==> config.mk <==
export PLATFORM = sky130hd
export DESIGN_NAME = lsu_lcd_ctrl
export DESIGN_NICKNAME = d
export VERILOG_FILES = /design/src/rtl/lcd_pkg.sv /design/src/rtl/lcd_delay_cnt.sv /design/src/rtl/lsu_lcd_ctrl.sv
export SDC_FILE = /design/constraint.sdc
export NUM_CORES = 1
export LEC_CHECK = 0
export ABC_AREA = 1
export BUFFER_PORTS_ARGS = -buffer_cell sky130_fd_sc_hd__buf_2
export CAP_MARGIN = 5
export CORE_ASPECT_RATIO = 1.25
export CORE_UTILIZATION = 45
export DETAILED_ROUTE_END_ITERATION = 6
export GPL_ROUTABILITY_DRIVEN = 0
export PLACE_DENSITY_LB_ADDON = 0.2
export SYNTH_ARGS = -nofsm -noshare
export SYNTH_HDL_FRONTEND = slang
export SYNTH_SLANG_ARGS = --single-unit
==> constraint.sdc <==
create_clock -name clk_i -period 2.7 [get_ports clk_i]
set_input_delay 0.135 -clock clk_i [delete_from_list [all_inputs] [get_ports clk_i]]
set_output_delay 0.135 -clock clk_i [all_outputs]
set_load 0.05 [all_outputs]
==> src/rtl/lcd_pkg.sv <==
// Shared definitions for the HD44780 write controller: FSM states, field
// positions inside the LSU LCD register, and the slow-command decode.
package lcd_pkg;

    typedef enum logic [2:0] {
        IDLE,
        SETUP,
        PULSE,
        HOLD,
        WAIT
    } lcd_state_e;

    localparam int ON_BIT   = 31;
    localparam int BL_BIT   = 30;
    localparam int CLR_BIT  = 11;
    localparam int GO_BIT   = 10;
    localparam int RS_BIT   = 9;
    localparam int DATA_MSB = 7;

    // Clear display and return home both take the long execution time.
    localparam logic [7:0] CMD_CLEAR    = 8'h01;
    localparam logic [7:0] CMD_HOME     = 8'h02;
    localparam logic [7:0] CMD_HOME_ALT = 8'h03;

    function automatic logic is_clr_cmd(input logic rs, input logic [7:0] data);
        return !rs && (data == CMD_CLEAR || data == CMD_HOME || data == CMD_HOME_ALT);
    endfunction

endpackage

==> src/rtl/lcd_delay_cnt.sv <==
// Loadable down-counter used for every LCD timing interval; it parks at zero
// and the zero flag tells the FSM the current interval has elapsed.
module lcd_delay_cnt #(
    parameter int W = 18
) (
    input  logic         clk,
    input  logic         rst_n,
    input  logic         load,
    input  logic [W-1:0] load_val,
    output logic         zero
);

    logic [W-1:0] cnt;

    always_ff @(posedge clk or negedge rst_n) begin
        if (!rst_n) begin
            cnt <= '0;
        end else if (load) begin
            cnt <= load_val;
        end else if (cnt != '0) begin
            cnt <= cnt - 1'b1;
        end
    end

    assign zero = (cnt == '0);

endmodule

==> src/rtl/lsu_lcd_ctrl.sv <==
// Turns LSU LCD register writes into HD44780 write cycles with setup, enable
// pulse, hold and per-command execution delay; reports busy/done/overrun.
module lsu_lcd_ctrl
    import lcd_pkg::*;
#(
    parameter int unsigned T_AS_CYC   = 4,
    parameter int unsigned T_EN_CYC   = 12,
    parameter int unsigned T_AH_CYC   = 4,
    parameter int unsigned T_EXEC_CYC = 2500,
    parameter int unsigned T_CLR_CYC  = 82000
) (
    input  logic        clk_i,
    input  logic        rst_ni,
    input  logic [31:0] lcd_i,
    output logic        lcd_on,
    output logic        lcd_blon,
    output logic        lcd_rs,
    output logic        lcd_rw,
    output logic        lcd_en,
    output logic [7:0]  lcd_data,
    output logic        busy_o,
    output logic        done_o,
    output logic        ovr_o
);

    localparam int CNT_W = $clog2(T_CLR_CYC) + 1;
    localparam logic [CNT_W-1:0] AS_LOAD   = CNT_W'(T_AS_CYC - 1);
    localparam logic [CNT_W-1:0] EN_LOAD   = CNT_W'(T_EN_CYC - 1);
    localparam logic [CNT_W-1:0] AH_LOAD   = CNT_W'(T_AH_CYC - 1);
    localparam logic [CNT_W-1:0] EXEC_LOAD = CNT_W'(T_EXEC_CYC - 1);
    localparam logic [CNT_W-1:0] CLR_LOAD  = CNT_W'(T_CLR_CYC - 1);

    lcd_state_e       state;
    logic             go_q;
    logic             start;
    logic             is_clr;
    logic             cnt_load;
    logic [CNT_W-1:0] cnt_val;
    logic             cnt_zero;
    logic             unused_bits;

    assign unused_bits = ^{lcd_i[29:12], lcd_i[8]};
    assign lcd_rw      = 1'b0;
    assign start       = lcd_i[GO_BIT] && !go_q;

    always_ff @(posedge clk_i or negedge rst_ni) begin
        if (!rst_ni) begin
            go_q     <= 1'b0;
            lcd_on   <= 1'b0;
            lcd_blon <= 1'b0;
        end else begin
            go_q     <= lcd_i[GO_BIT];
            lcd_on   <= lcd_i[ON_BIT];
            lcd_blon <= lcd_i[BL_BIT];
        end
    end

    // Every load is issued when the counter has reached zero (or is idle at zero).
    always_comb begin
        cnt_load = 1'b0;
        cnt_val  = '0;
        case (state)
            IDLE:  if (start)    begin cnt_load = 1'b1; cnt_val = AS_LOAD; end
            SETUP: if (cnt_zero) begin cnt_load = 1'b1; cnt_val = EN_LOAD; end
            PULSE: if (cnt_zero) begin cnt_load = 1'b1; cnt_val = AH_LOAD; end
            HOLD:  if (cnt_zero) begin
                cnt_load = 1'b1;
                cnt_val  = is_clr ? CLR_LOAD : EXEC_LOAD;
            end
            default: ;
        endcase
    end

    lcd_delay_cnt #(.W(CNT_W)) u_delay_cnt (
        .clk      (clk_i),
        .rst_n    (rst_ni),
        .load     (cnt_load),
        .load_val (cnt_val),
        .zero     (cnt_zero)
    );

    always_ff @(posedge clk_i or negedge rst_ni) begin
        if (!rst_ni) begin
            state    <= IDLE;
            lcd_rs   <= 1'b0;
            lcd_data <= 8'h00;
            lcd_en   <= 1'b0;
            busy_o   <= 1'b0;
            done_o   <= 1'b0;
            ovr_o    <= 1'b0;
            is_clr   <= 1'b0;
        end else begin
            done_o <= 1'b0;
            // A dropped start outranks a simultaneous software clear.
            if (start && state != IDLE) begin
                ovr_o <= 1'b1;
            end else if (lcd_i[CLR_BIT]) begin
                ovr_o <= 1'b0;
            end
            case (state)
                IDLE: begin
                    if (start) begin
                        lcd_rs   <= lcd_i[RS_BIT];
                        lcd_data <= lcd_i[DATA_MSB:0];
                        is_clr   <= is_clr_cmd(lcd_i[RS_BIT], lcd_i[DATA_MSB:0]);
                        busy_o   <= 1'b1;
                        state    <= SETUP;
                    end
                end
                SETUP: begin
                    if (cnt_zero) begin
                        lcd_en <= 1'b1;
                        state  <= PULSE;
                    end
                end
                PULSE: begin
                    if (cnt_zero) begin
                        lcd_en <= 1'b0;
                        state  <= HOLD;
                    end
                end
                HOLD: begin
                    if (cnt_zero) begin
                        state <= WAIT;
                    end
                end
                WAIT: begin
                    if (cnt_zero) begin
                        busy_o <= 1'b0;
                        done_o <= 1'b1;
                        state  <= IDLE;
                    end
                end
                default: state <= IDLE;
            endcase
        end
    end

endmodule
==> results of run 1 <==
-- flip-flops by register name, indices dropped and copies added (netlist names) --
name / flops
done_o: 1
lcd_on: 1
ovr_o: 1
u_delay_cnt.cnt: 18
lcd_data: 8
lcd_rs: 1
lcd_en: 1
busy_o: 1
lcd_blon: 1
state: 3
go_q: 1
is_clr: 1
-- where the power goes --
part	total [uW]	switching, uW	internal (uW)	leakage (uW)
Sequential	977	187	790	0.000481
Combinational	1360	924	435	0.000657
Clock	396	190	206	0.0000482
Total	2730	1300	1430	0.00119
-- metrics by stage --
| stage | setup WS (ps) | util, % | hold slack, ps | cells |
|---|---|---|---|---|
| after floorplan | 1134 | - | -160.6 | 228 |
| after CTS | 829.6 | 55.38 | 23.06 | 322 |
| after detailed placement | 840.4 | 52.22 | 245.5 | 310 |
| final | 840.4 | 55.38 | 31.73 | 322 |
| after global routing | 677.9 | 55.38 | 42.32 | 322 |
| after global placement | 837.2 | 52.22 | 243.4 | 310 |
-- cell type report --
cell class / count / area, um2
repair buffers: 33 / 185.2
fillers: 425 / 1858
clock buffers: 7 / 86.33
multi-input cells: 156 / 887.1
flip-flops and latches: 38 / 950.9
clock inverters: 1 / 5.005
well taps: 56 / 70.07
inverters: 31 / 121.4
-- cells in the mapped netlist, types with 3 or more instances --
master	count
nand2_1	48
inv_1	29
o21ai_0	8
xnor2_1	3
a21oi_1	10
nor2_1	26
nor3_1	6
nand4_1	5
nor2_2	6
nand3_1	8
nor2_4	4
xor2_1	8
dfrtp_1	38
-- timing repair --
| action | in CTS | in global routing |
|---|---|---|
| setup buffers | 0 | 0 |
| endpoints found under the hold margin | 41 | 0 |
| hold buffers | 4 | 0 |
-- routing by layer --
layer	up-vias	GRT usage (%)	share of wire, %
met5	-	0	0
met2	25	31.96	52
li1	798	-	-
met4	0	8.409	1.6
met3	9	5.093	3.6
met1	710	23.69	43
-- kinds of logic (layout without fill, tap and decap cells) --
| logic type | after synthesis | in the layout | synth area share [%] |
|---|---|---|---|
| fa+ha+maj | 1 | 1 | 0.6320 |
| simple gates | 117 | 117 | 31.73 |
| compound gates | 26 | 26 | 7.397 |
| other cells | 1 | 1 | 0.1895 |
| flops | 38 | 38 | 48.04 |
| xor+xnor | 11 | 11 | 4.868 |
| buf+inv | 34 | 72 | 7.142 |
-- how the worst max path moves through the flow --
stage                                    end  slack, ps
after global placement    u_delay_cnt.cnt[1]        840
after CTS                 u_delay_cnt.cnt[1]        830
final                     u_delay_cnt.cnt[1]        840
after floorplan           u_delay_cnt.cnt[1]       1130
after detailed placement  u_delay_cnt.cnt[1]        840
after global routing      u_delay_cnt.cnt[0]        680
-- worst reg2reg max path: cells and delay by family (launching register included) --
family                   cells  cell delay, ps
adder cells (fa/ha/maj)      1             210
AND/OR/NAND/NOR              4             900
flip-flops                   1             380
buffers and inverters        1             110
AO/OA/AOI/OAI                1             110
==> metrics.md, run 1 <==
| Metric | Value |
|---|---|
| Status | `finished clean` |
| Critical Path Max Stage Delay | `380 ps` |
| Longest Clk Path Bufs | `2` |
| Ant. Diodes | `0` |
| Worst endpoint required time | `~2900 ps` |
| Share of flip-flops with an asynchronous set or reset | `100.0%` |
| Core footprint | `approximately 4200 um2` |
| Maximum vdd drop | `between 0.5 and 0.6 mV` |
| Layout cells sized above 1 | `22.93%` |
| Area grow syn2layout | `16.50%` |
| R2r endpoint | `u_delay_cnt.cnt[1]` |
| ANT nets after route | `0` |
| Post-DR vias/cell | `4.789` |
| Drt total wl | `~3900 um` |
| R2R Path Start | `u_delay_cnt.cnt[0]` |
| Post-layout minimum cycle time | `1860 ps` |
| CTS tree | `yes` |
| Dominant cell type by area after synthesis | `dfrtp_1` |
| Full die area | `approximately 4700 um2` |
| Commonest non-fill, non-tap cell in the layout | `nand2_1` |
| Pin count of the biggest net entering global routing | `39` |
| Setup crit end kind | `flop` |
| Final Cycle Share | `between 60 and 70%` |
| Max-cap viol count | `0` |
| Grt ovf | `0` |
| Fin area | `around 2300 um2` |
| Syn. warnings | `0` |
| DR DRC count | `0` |
| Worst hold stages | `2` |
| Setup TNS | `0 ps` |
| # IOs | `50` |
| CP Launch Point | `u_delay_cnt.cnt[0]` |
| Final setup skew | `4.503 ps` |
| Highest-delay cell along the critical path | `dfrtp_1` |
| Clk_lat worst skew | `290 ps` |
| Most frequent cells in the layout | `48 x nand2_1, 38 x dfrtp_1, 29 x inv_1, 29 x buf_2, 26 x nor2_1` |
| Height of the die | `around 76 um` |
| Initial DRC count | `51` |
| Unrepaired setup endpoints after global routing | `false` |
| Clock transition at path regs | `70 ps` |
| Top_reg_cell synth | `dfrtp_1` |
| Vias post-DR | `between 1.5k and 2k` |
| Cells taking the most area after synthesis | `dfrtp_1 48%, nand2_1 9.1%, inv_1 5.5%` |
| Worst Path Class, Setup | `flop to flop` |
| Clock root buffer | `clkbuf_8` |
| Syn avg cell area | `8.682 um2` |
| Power Total | `2732 uW` |
| Crit path buffers/inverters | `1` |
| Yosys top cell area share | `48.04%` |
| Post-CTS Resized | `0` |
| Post-Syn Nets | `around 260` |
| Worst Path Max Fanout | `10` |
| Critical Path Source Type | `flop` |
| Fmax | `roughly 540 MHz` |
| First-pass iteration count of the detailed router | `4` |
| Final Max Tran Viols | `0` |
| Headroom to the max-slew limit | `between 40 and 50%` |
| Crit path DAT | `about 2000 ps` |
| Number of setup violations in the final report | `0` |
| DP Area | `roughly 2200 um2` |
| Min-delay src | `lcd_i[11]` |
| First-pass GRT wire length | `6844 um` |
| All-Layer GR Usage | `between 15 and 20%` |
| Synthesized area | `1979 um2` |
| CP top delay family | `simple AND/OR/NAND/NOR gates` |
| Die X | `61.32 um` |
| EDFF count, synth | `0` |
| P per Cell Area | `approximately 1200 nW/um2` |
| Stages on worst setup path | `7` |
| Leak | `0.001186 uW` |
| Detailed Place HPWL | `~2900 um` |
| Wire per inst | `around 12 um` |
| Yosys cell types | `37` |
| Gate Count Post-Synth | `between 200 and 250` |
| HP Class | `primary input to flop` |
| H-tree levels | `2` |
| Yosys reg bits | `38` |
| Initial Utilization | `between 40% and 50%` |
| Clk sinks | `38` |
| CTS Buf Count | `5` |
| Vias in the first global route | `between 1.5k and 2k` |
| Sequential area share after synthesis | `between 40% and 50%` |
| R2r setup slk | `840 ps` |
| Tightest Pin Transition | `831.6 ps` |
| Antenna violations before repair | `0` |
| CP cell instances | `inv_1 > ha_1 > nand2_2 > nor2_8 > nand3_4 > nor3_2 > a22oi_1` |
| Final Hold Vio Count | `0` |
| Hold Path Sink | `ovr_o` |
| Worst reg-to-reg path cell count | `7` |
| # port buffers | `29` |
| Final #Nets | `300` |
| Core Rows | `26` |
Power figures use the tool's default switching activity.
==> run 2, diff against run 1 <==
ABC_AREA = 0   (was 1)
clock period = 1.8 ns   (was 2.7 ns; I/O delays follow)
==> run 2 against run 1 <==
The run now ends with design-rule violations, negative setup slack left. Largest power group unchanged. Worst setup slack worse by 1500 ps. Sequential cell count unchanged. Worst hold slack worse by 29 ps. Die area down 10%.
==> metrics.md, run 2 <==
| Metric | Value |
|---|---|
| Placed cell count | `298 (-3.9%)` |
| Maximum vdd drop | `0.7039 mV (+25%)` |
| R2R Path Start | `u_delay_cnt.cnt[1]` |
| Final Cycle Share | `133.9% (+65 points)` |
| Pin count of the biggest net entering global routing | `39 (unchanged)` |
| Yosys top cell area share | `53.79% (+5.7 points)` |
| Worst reg-to-reg path cell count | `5 (-2)` |
| Most instantiated cells after synthesis | `39 x nand2_1, 38 x dfrtp_1, 13 x nor2_1` |
| Final Max Tran Viols | `0 (unchanged)` |
| Syn. warnings | `0 (unchanged)` |
| DR DRC count | `1 (+1)` |
| CTS Buf Count | `5 (unchanged)` |
| Top reg by flops | `u_delay_cnt.cnt` |
| Grt met2 use | `46.49% (+15 points)` |
| Drt total wl | `5357 um (+38%)` |
| Full die area | `4185 um2 (-10%)` |
| Clock root buffer | `clkbuf_8` |
| Global-route track usage on met1 | `26.79% (+3.1 points)` |
| Syn avg cell area | `9.354 um2 (+7.7%)` |
| Area grow syn2layout | `64.83%` |
| Cells taking the most area after synthesis | `dfrtp_1 54%, nand2_1 8.3%, nor2_1 2.8%` |
| Headroom to the max-slew limit | `43.70% (-0.87 points)` |
| Dominant cell type by area after synthesis | `dfrtp_1` |
| Wire per inst | `16.04 um (+33%)` |
| Largest regs | `u_delay_cnt.cnt (18), lcd_data (8), state (3)` |
| Yosys cell types | `40 (+8.1%)` |
| Most frequent cells in the layout | `38 x dfrtp_1, 37 x nand2_1, 36 x buf_4, 29 x buf_2, 14 x buf_6` |
| H-tree levels | `2 (unchanged)` |
| Setup crit end kind | `flop` |
| First-pass GRT wire length | `7741 um (+13%)` |
| Vias post-DR | `1,785 (+16%)` |
| Multi-input gate area | `1010 um2 (+14%)` |
| EDFF count, synth | `0 (unchanged)` |
| P per Cell Area | `1018 nW/um2 (-14%)` |
| CTS tree | `yes` |
| Gr busiest metal | `met2` |
| R2r setup slk | `-610 ps (-1450 ps)` |
| Layout cells sized above 1 | `48.21% (+25 points)` |
| Final Hold Vio Count | `0 (unchanged)` |
| # IOs | `50 (unchanged)` |
| Register area | `950.9 um2 (unchanged)` |
| Grt ovf | `0 (unchanged)` |
| Fmax | `414.8 MHz (-23%)` |
| Max-cap viol count | `0 (unchanged)` |
| Synthesized area | `1768 um2 (-11%)` |
| Post-DR vias/cell | `5.344 (+12%)` |
| Core footprint | `3785 um2 (-9.1%)` |
| Post-layout minimum cycle time | `2411 ps (+551.3 ps)` |
| Height of the die | `72.08 um (-5.3%)` |
| Initial Utilization | `46.71% (-0.83 points)` |
| # port buffers | `29 (unchanged)` |
| DP Area | `2247 um2 (+3.3%)` |
| Finished Layout Cells | `334 (+3.7%)` |
| First-pass iteration count of the detailed router | `7 (+3)` |
| Post-synthesis mux area share | `0% (unchanged)` |
| Ant. Diodes | `0 (unchanged)` |
| Post-Synth XOR/XNOR Area | `3.963% (-0.90 points)` |
| Core Rows | `25 (-3.8%)` |
| Status | `finished with violations` |
| Top-count cell post-synth | `nand2_1` |
| Worst Path Max Fanout | `2 (-8)` |
| Failing checks | `design-rule violations, negative setup slack` |
| Clk_lat worst skew | `300 ps (about the same)` |
| R2r endpoint | `u_delay_cnt.cnt[13]` |
| Main combinational cell family by area after synthesis | `simple AND/OR/NAND/NOR gates` |
| Critical Path Source Type | `flop` |
| Worst Path Class, Setup | `flop to flop` |
| Leak | `0.001348 uW (+14%)` |
| Synth Area in Adders | `0.7077% (+0.076 points)` |
| Longest Clk Path Bufs | `2 (unchanged)` |
| Gate Count Post-Synth | `189 (-17%)` |
| Top_reg_cell synth | `dfrtp_1` |
| HP Class | `primary input to flop` |
| Commonest non-fill, non-tap cell in the layout | `dfrtp_1` |
| Post-synthesis simple-gate area fraction | `26.19% (-5.5 points)` |
| Tightest Pin Transition | `844.5 ps (+12.98 ps)` |
| Share of flip-flops with an asynchronous set or reset | `100.0% (unchanged)` |
| Clock transition at path regs | `80 ps (about the same)` |
| Sequential area share after synthesis | `53.79% (+5.7 points)` |
| Die X | `58.06 um (-5.3%)` |
| Initial DRC count | `66 (+29%)` |
| Worst endpoint required time | `2030 ps (-820 ps)` |
| Hold Path Sink | `lcd_data[6]` |
| All-Layer GR Usage | `25.21% (+5.6 points)` |
| Met3 Use GR | `5.348% (+0.25 points)` |
| Number of setup violations in the final report | `17 (+17)` |
| Vias in the first global route | `1,731 (+13%)` |
| Fin area | `2914 um2 (+26%)` |
| Antenna violations before repair | `0 (unchanged)` |
| Detailed Place HPWL | `3052 um (+6.7%)` |
| Max reg flops | `18 (unchanged)` |
| Crit path DAT | `2640 ps (+640 ps)` |
| Min-delay src | `lcd_i[6]` |
| Post-Syn Nets | `224 (-15%)` |
| Final setup skew | `9.017 ps (+4.514 ps)` |
| Final #Nets | `314 (+4.7%)` |
| ANT nets after route | `0 (unchanged)` |
| Clk sinks | `38 (unchanged)` |
| # fillers | `252 (-41%)` |
| Place WS | `-613.6 ps (-1454 ps)` |
| Worst hold stages | `3 (+1)` |
| Yosys reg bits | `38 (unchanged)` |
| Unrepaired setup endpoints after global routing | `true` |
| Compound-gate portion of the synthesized area | `11.46% (+4.1 points)` |
| Finished Core Util | `76.99% (+22 points)` |
| Worst setup margin | `-610.9 ps (-1451 ps)` |
run 2: what timing repair did:
item | 4_1_cts | 5_1_grt
cloned | 0 | 0
setup buffers | 13 | 8
resized for setup | 29 | 45
pin swaps | 11 | 26
hold buffers | 12 | 0
setup endpoints to repair | 23 | 23
hold endpoints to repair | 48 | 0
run 2: cell families (layout without fill, tap and decap cells):
group / count (synthesis) / count (layout)
AOI/OAI and AO/OA: 32 / 32
xor gates and xnor gates: 8 / 8
other: 1 / 1
DFF: 38 / 38
and+or+nand+nor: 93 / 93
adders and majority gates: 1 / 1
buffers and inverters: 16 / 107
run 2: report_power, final:
group	total, uW	internal (uW)	switching (uW)
Clock	623	308	315
Sequential	1130	1020	113
Combinational	1220	578	637
Total	2970	1900	1070
run 2: worst max path at each step:
stage,start,endpoint,slack [ps],cells past startpoint
after floorplan,u_delay_cnt.cnt[0],u_delay_cnt.cnt[13],-680,6
after global placement,u_delay_cnt.cnt[0],u_delay_cnt.cnt[13],-560,5
after detailed placement,u_delay_cnt.cnt[0],u_delay_cnt.cnt[13],-610,5
after CTS,u_delay_cnt.cnt[0],u_delay_cnt.cnt[13],-610,5
after global routing,u_delay_cnt.cnt[1],u_delay_cnt.cnt[13],-650,5
final,u_delay_cnt.cnt[1],u_delay_cnt.cnt[13],-610,5
run 2: cell type report:
cell class | instances | area share (%)
multi-input cells | 135 | 34.65
flip-flops and latches | 38 | 32.63
repair buffers | 95 | 26.54
clock buffers | 6 | 2.834
well taps | 54 | 2.319
inverters | 4 | 0.6011
clock inverters | 2 | 0.4294
run 2: critical path: stages, from the launching register on:
cell     delay, ps
dfrtp_1        410
or4_4          550
or4_4          430
or4b_4         500
or3_4          340
a21oi_2        110
run 2: routing by layer:
metal | vias to the layer above | routed length [um] | share of wire, %
met5 | - | 0 | 0
met4 | 0 | 140 | 2.6
met3 | 14 | 216 | 4.0
met2 | 62 | 3021 | 56
met1 | 877 | 1978 | 37
li1 | 832 | - | -
run 2: stage by stage:
stage          setup TNS, ps  power (uW)  hold WS [ps]
5_1_grt                -3009        3096         9.754
2_1_floorplan          -2044        1612        -205.6
3_5_place_dp           -3960        2014         199.8
3_3_place_gp           -2858        1965         198.3
4_1_cts                -1203        2787        0.6892
6_report               -1970        2967         2.760
==> run 3, diff against run 2 <==
BUFFER_PORTS_ARGS = not set   (was -buffer_cell sky130_fd_sc_hd__buf_2)
DONT_BUFFER_PORTS = 1   (was not set)
==> run 3 against run 2 <==
The flow still finishes with violations (design-rule violations, negative setup slack). Final cell count down 11%. Clock skew down 1.8 ps. Via count down 11%. Worst hold slack better by 16 ps. Global-route usage down 1.2 points. Sequential power up 9%. Non-clock buffer count down 37. Clock power up 3%. Power down 5.1%. Register-to-register slack better by 30 ps. Final area down 10%. Sequential cell count unchanged. Critical endpoint unchanged.
==> metrics.md, run 3 (synthesis gave the netlist of run 2 again) <==
| Metric | Value |
|---|---|
| Status | `finished with violations` |
| Failing checks | `design-rule violations, negative setup slack` |
| Worst setup margin | `-578.5 ps (+32.41 ps)` |
| Commonest non-fill, non-tap cell in the layout | `dfrtp_1` |
| Setup crit end kind | `flop` |
| Wire per inst | `15.69 um (-2.2%)` |
| Finished Layout Cells | `297 (-11%)` |
| Max reg flops | `18 (unchanged)` |
| Hold Path Sink | `is_clr` |
| Ant. Diodes | `0 (unchanged)` |
| # port buffers | `0 (-100%)` |
| Multi-input gate area | `945.9 um2 (-6.3%)` |
| First-pass GRT wire length | `7534 um (-2.7%)` |
| Core Rows | `25 (unchanged)` |
| Maximum vdd drop | `0.7380 mV (+4.8%)` |
| P per Cell Area | `1076 nW/um2 (+5.7%)` |
| CTS tree | `yes` |
| Pin count of the biggest net entering global routing | `39 (unchanged)` |
| Worst Path Class, Setup | `flop to flop` |
| R2R Path Start | `u_delay_cnt.cnt[0]` |
| All-Layer GR Usage | `24.00% (-1.2 points)` |
| R2r setup slk | `-580 ps (+30 ps)` |
| Drt total wl | `4659 um (-13%)` |
| DR DRC count | `1 (unchanged)` |
| R2r endpoint | `u_delay_cnt.cnt[13]` |
| Min-delay src | `lcd_i[9]` |
| Final setup skew | `7.191 ps (-1.827 ps)` |
| Placed cell count | `268 (-10%)` |
| Power Total | `2815 uW (-5.1%)` |
| Core footprint | `3785 um2 (unchanged)` |
| # IOs | `50 (unchanged)` |
| Clk_lat worst skew | `300 ps (about the same)` |
| Detailed Place HPWL | `2927 um (-4.1%)` |
| ANT nets after route | `0 (unchanged)` |
| Final Cycle Share | `132.1% (-1.8 points)` |
| Area grow syn2layout | `47.91%` |
| Most frequent cells in the layout | `38 x dfrtp_1, 36 x nand2_1, 30 x buf_4, 14 x dlygate4sd3_1, 13 x buf_6` |
| Top reg by flops | `u_delay_cnt.cnt` |
| Worst endpoint required time | `2030 ps (about the same)` |
| Fin area | `2615 um2 (-10%)` |
| Headroom to the max-slew limit | `60.92% (+17 points)` |
| Final Hold Vio Count | `0 (unchanged)` |
| Critical Path Source Type | `flop` |
| Unrepaired setup endpoints after global routing | `true` |
| Largest regs | `u_delay_cnt.cnt (18), lcd_data (8), state (3)` |
| Height of the die | `72.08 um (unchanged)` |
| Worst Path Max Fanout | `2 (unchanged)` |
| Vias in the first global route | `1,694 (-2.1%)` |
| Clk sinks | `38 (unchanged)` |
| CTS Buf Count | `5 (unchanged)` |
| Finished Core Util | `69.09% (-7.9 points)` |
| Clock transition at path regs | `80 ps (about the same)` |
| Layout cells sized above 1 | `37.04% (-11 points)` |
| Max-cap viol count | `0 (unchanged)` |
| First-pass iteration count of the detailed router | `6 (-1)` |
| Final Max Tran Viols | `0 (unchanged)` |
| Worst hold stages | `3 (unchanged)` |
| Crit path DAT | `2610 ps (-30 ps)` |
| Tightest Pin Transition | `586.2 ps (-258.3 ps)` |
| Initial DRC count | `57 (-14%)` |
| Number of setup violations in the final report | `21 (+4)` |
| Worst reg-to-reg path cell count | `5 (unchanged)` |
| Initial Utilization | `46.71% (unchanged)` |
| Post-layout minimum cycle time | `2378 ps (-32.41 ps)` |
| Full die area | `4185 um2 (unchanged)` |
| Final #Nets | `277 (-12%)` |
| H-tree levels | `2 (unchanged)` |
| Grt ovf | `0 (unchanged)` |
| Setup TNS | `-3423 ps (-1453 ps)` |
| Post-DR vias/cell | `5.330 (-0.27%)` |
| Fmax | `420.4 MHz (+1.4%)` |
| Die X | `58.06 um (unchanged)` |
| Register area | `950.9 um2 (unchanged)` |
| DP Area | `2069 um2 (-7.9%)` |
| Leak | `0.001148 uW (-15%)` |
| # fillers | `279 (+11%)` |
| Antenna violations before repair | `0 (unchanged)` |
| Vias post-DR | `1,583 (-11%)` |
| Clock root buffer | `clkbuf_8` |
| Longest Clk Path Bufs | `2 (unchanged)` |
| HP Class | `primary input to flop` |
==> run 3: final cells by class <==
cell class	count	area share, %
clock buffers	6	3.158
clock inverters	2	0.6220
well taps	54	2.584
flip-flops and latches	38	36.36
repair buffers	58	20.33
multi-input cells	135	36.17
inverters	4	0.7655
==> run 3: layer usage <==
layer  share of wire (%)  track usage, %
met1                  41           28.32
met3                 3.5           5.704
met4                 1.2           10.85
met2                  54           41.12
met5                   0               0
==> run 3: per-stage QoR <==
stage	setup WS, ps	hold WS [ps]
2_1_floorplan	-683.4	-205.6
3_3_place_gp	-565.4	-204.9
3_5_place_dp	-584.2	-204.9
4_1_cts	-600.3	23.16
5_1_grt	-646.7	11.42
6_report	-578.5	19.14
==> run 3: timing repair <==
action | in CTS | in global routing
pin swaps | 9 | 14
endpoints found under the hold margin | 52 | 0
buffers inserted | 3 | 3
hold buffers | 15 | 0
setup endpoints to repair | 20 | 22
cloned | 2 | 0
gates resized for setup | 38 | 27
==> run 3: how the worst max path moves through the flow <==
stage / start / to / cells past startpoint
2_1_floorplan: u_delay_cnt.cnt[0] / u_delay_cnt.cnt[13] / 6
3_3_place_gp: u_delay_cnt.cnt[0] / u_delay_cnt.cnt[13] / 5
3_5_place_dp: u_delay_cnt.cnt[0] / u_delay_cnt.cnt[13] / 5
4_1_cts: u_delay_cnt.cnt[0] / u_delay_cnt.cnt[13] / 5
5_1_grt: u_delay_cnt.cnt[0] / u_delay_cnt.cnt[13] / 5
6_report: u_delay_cnt.cnt[0] / u_delay_cnt.cnt[13] / 5
==> run 3: worst max-delay path, stage by stage (launching register included) <==
cell and delay, ps:
dfrtp_1 390, or4_4 530, or4_4 430, or4b_4 490, or3_4 340, a21oi_2 130
==> run 3: report_power, final <==
| part | total, uW | internal [uW] | switching (uW) | leakage, uW |
|---|---|---|---|---|
| Clock | 641 | 315 | 326 | 0.0000478 |
| Sequential | 1230 | 1010 | 215 | 0.000465 |
| Combinational | 945 | 489 | 456 | 0.000635 |
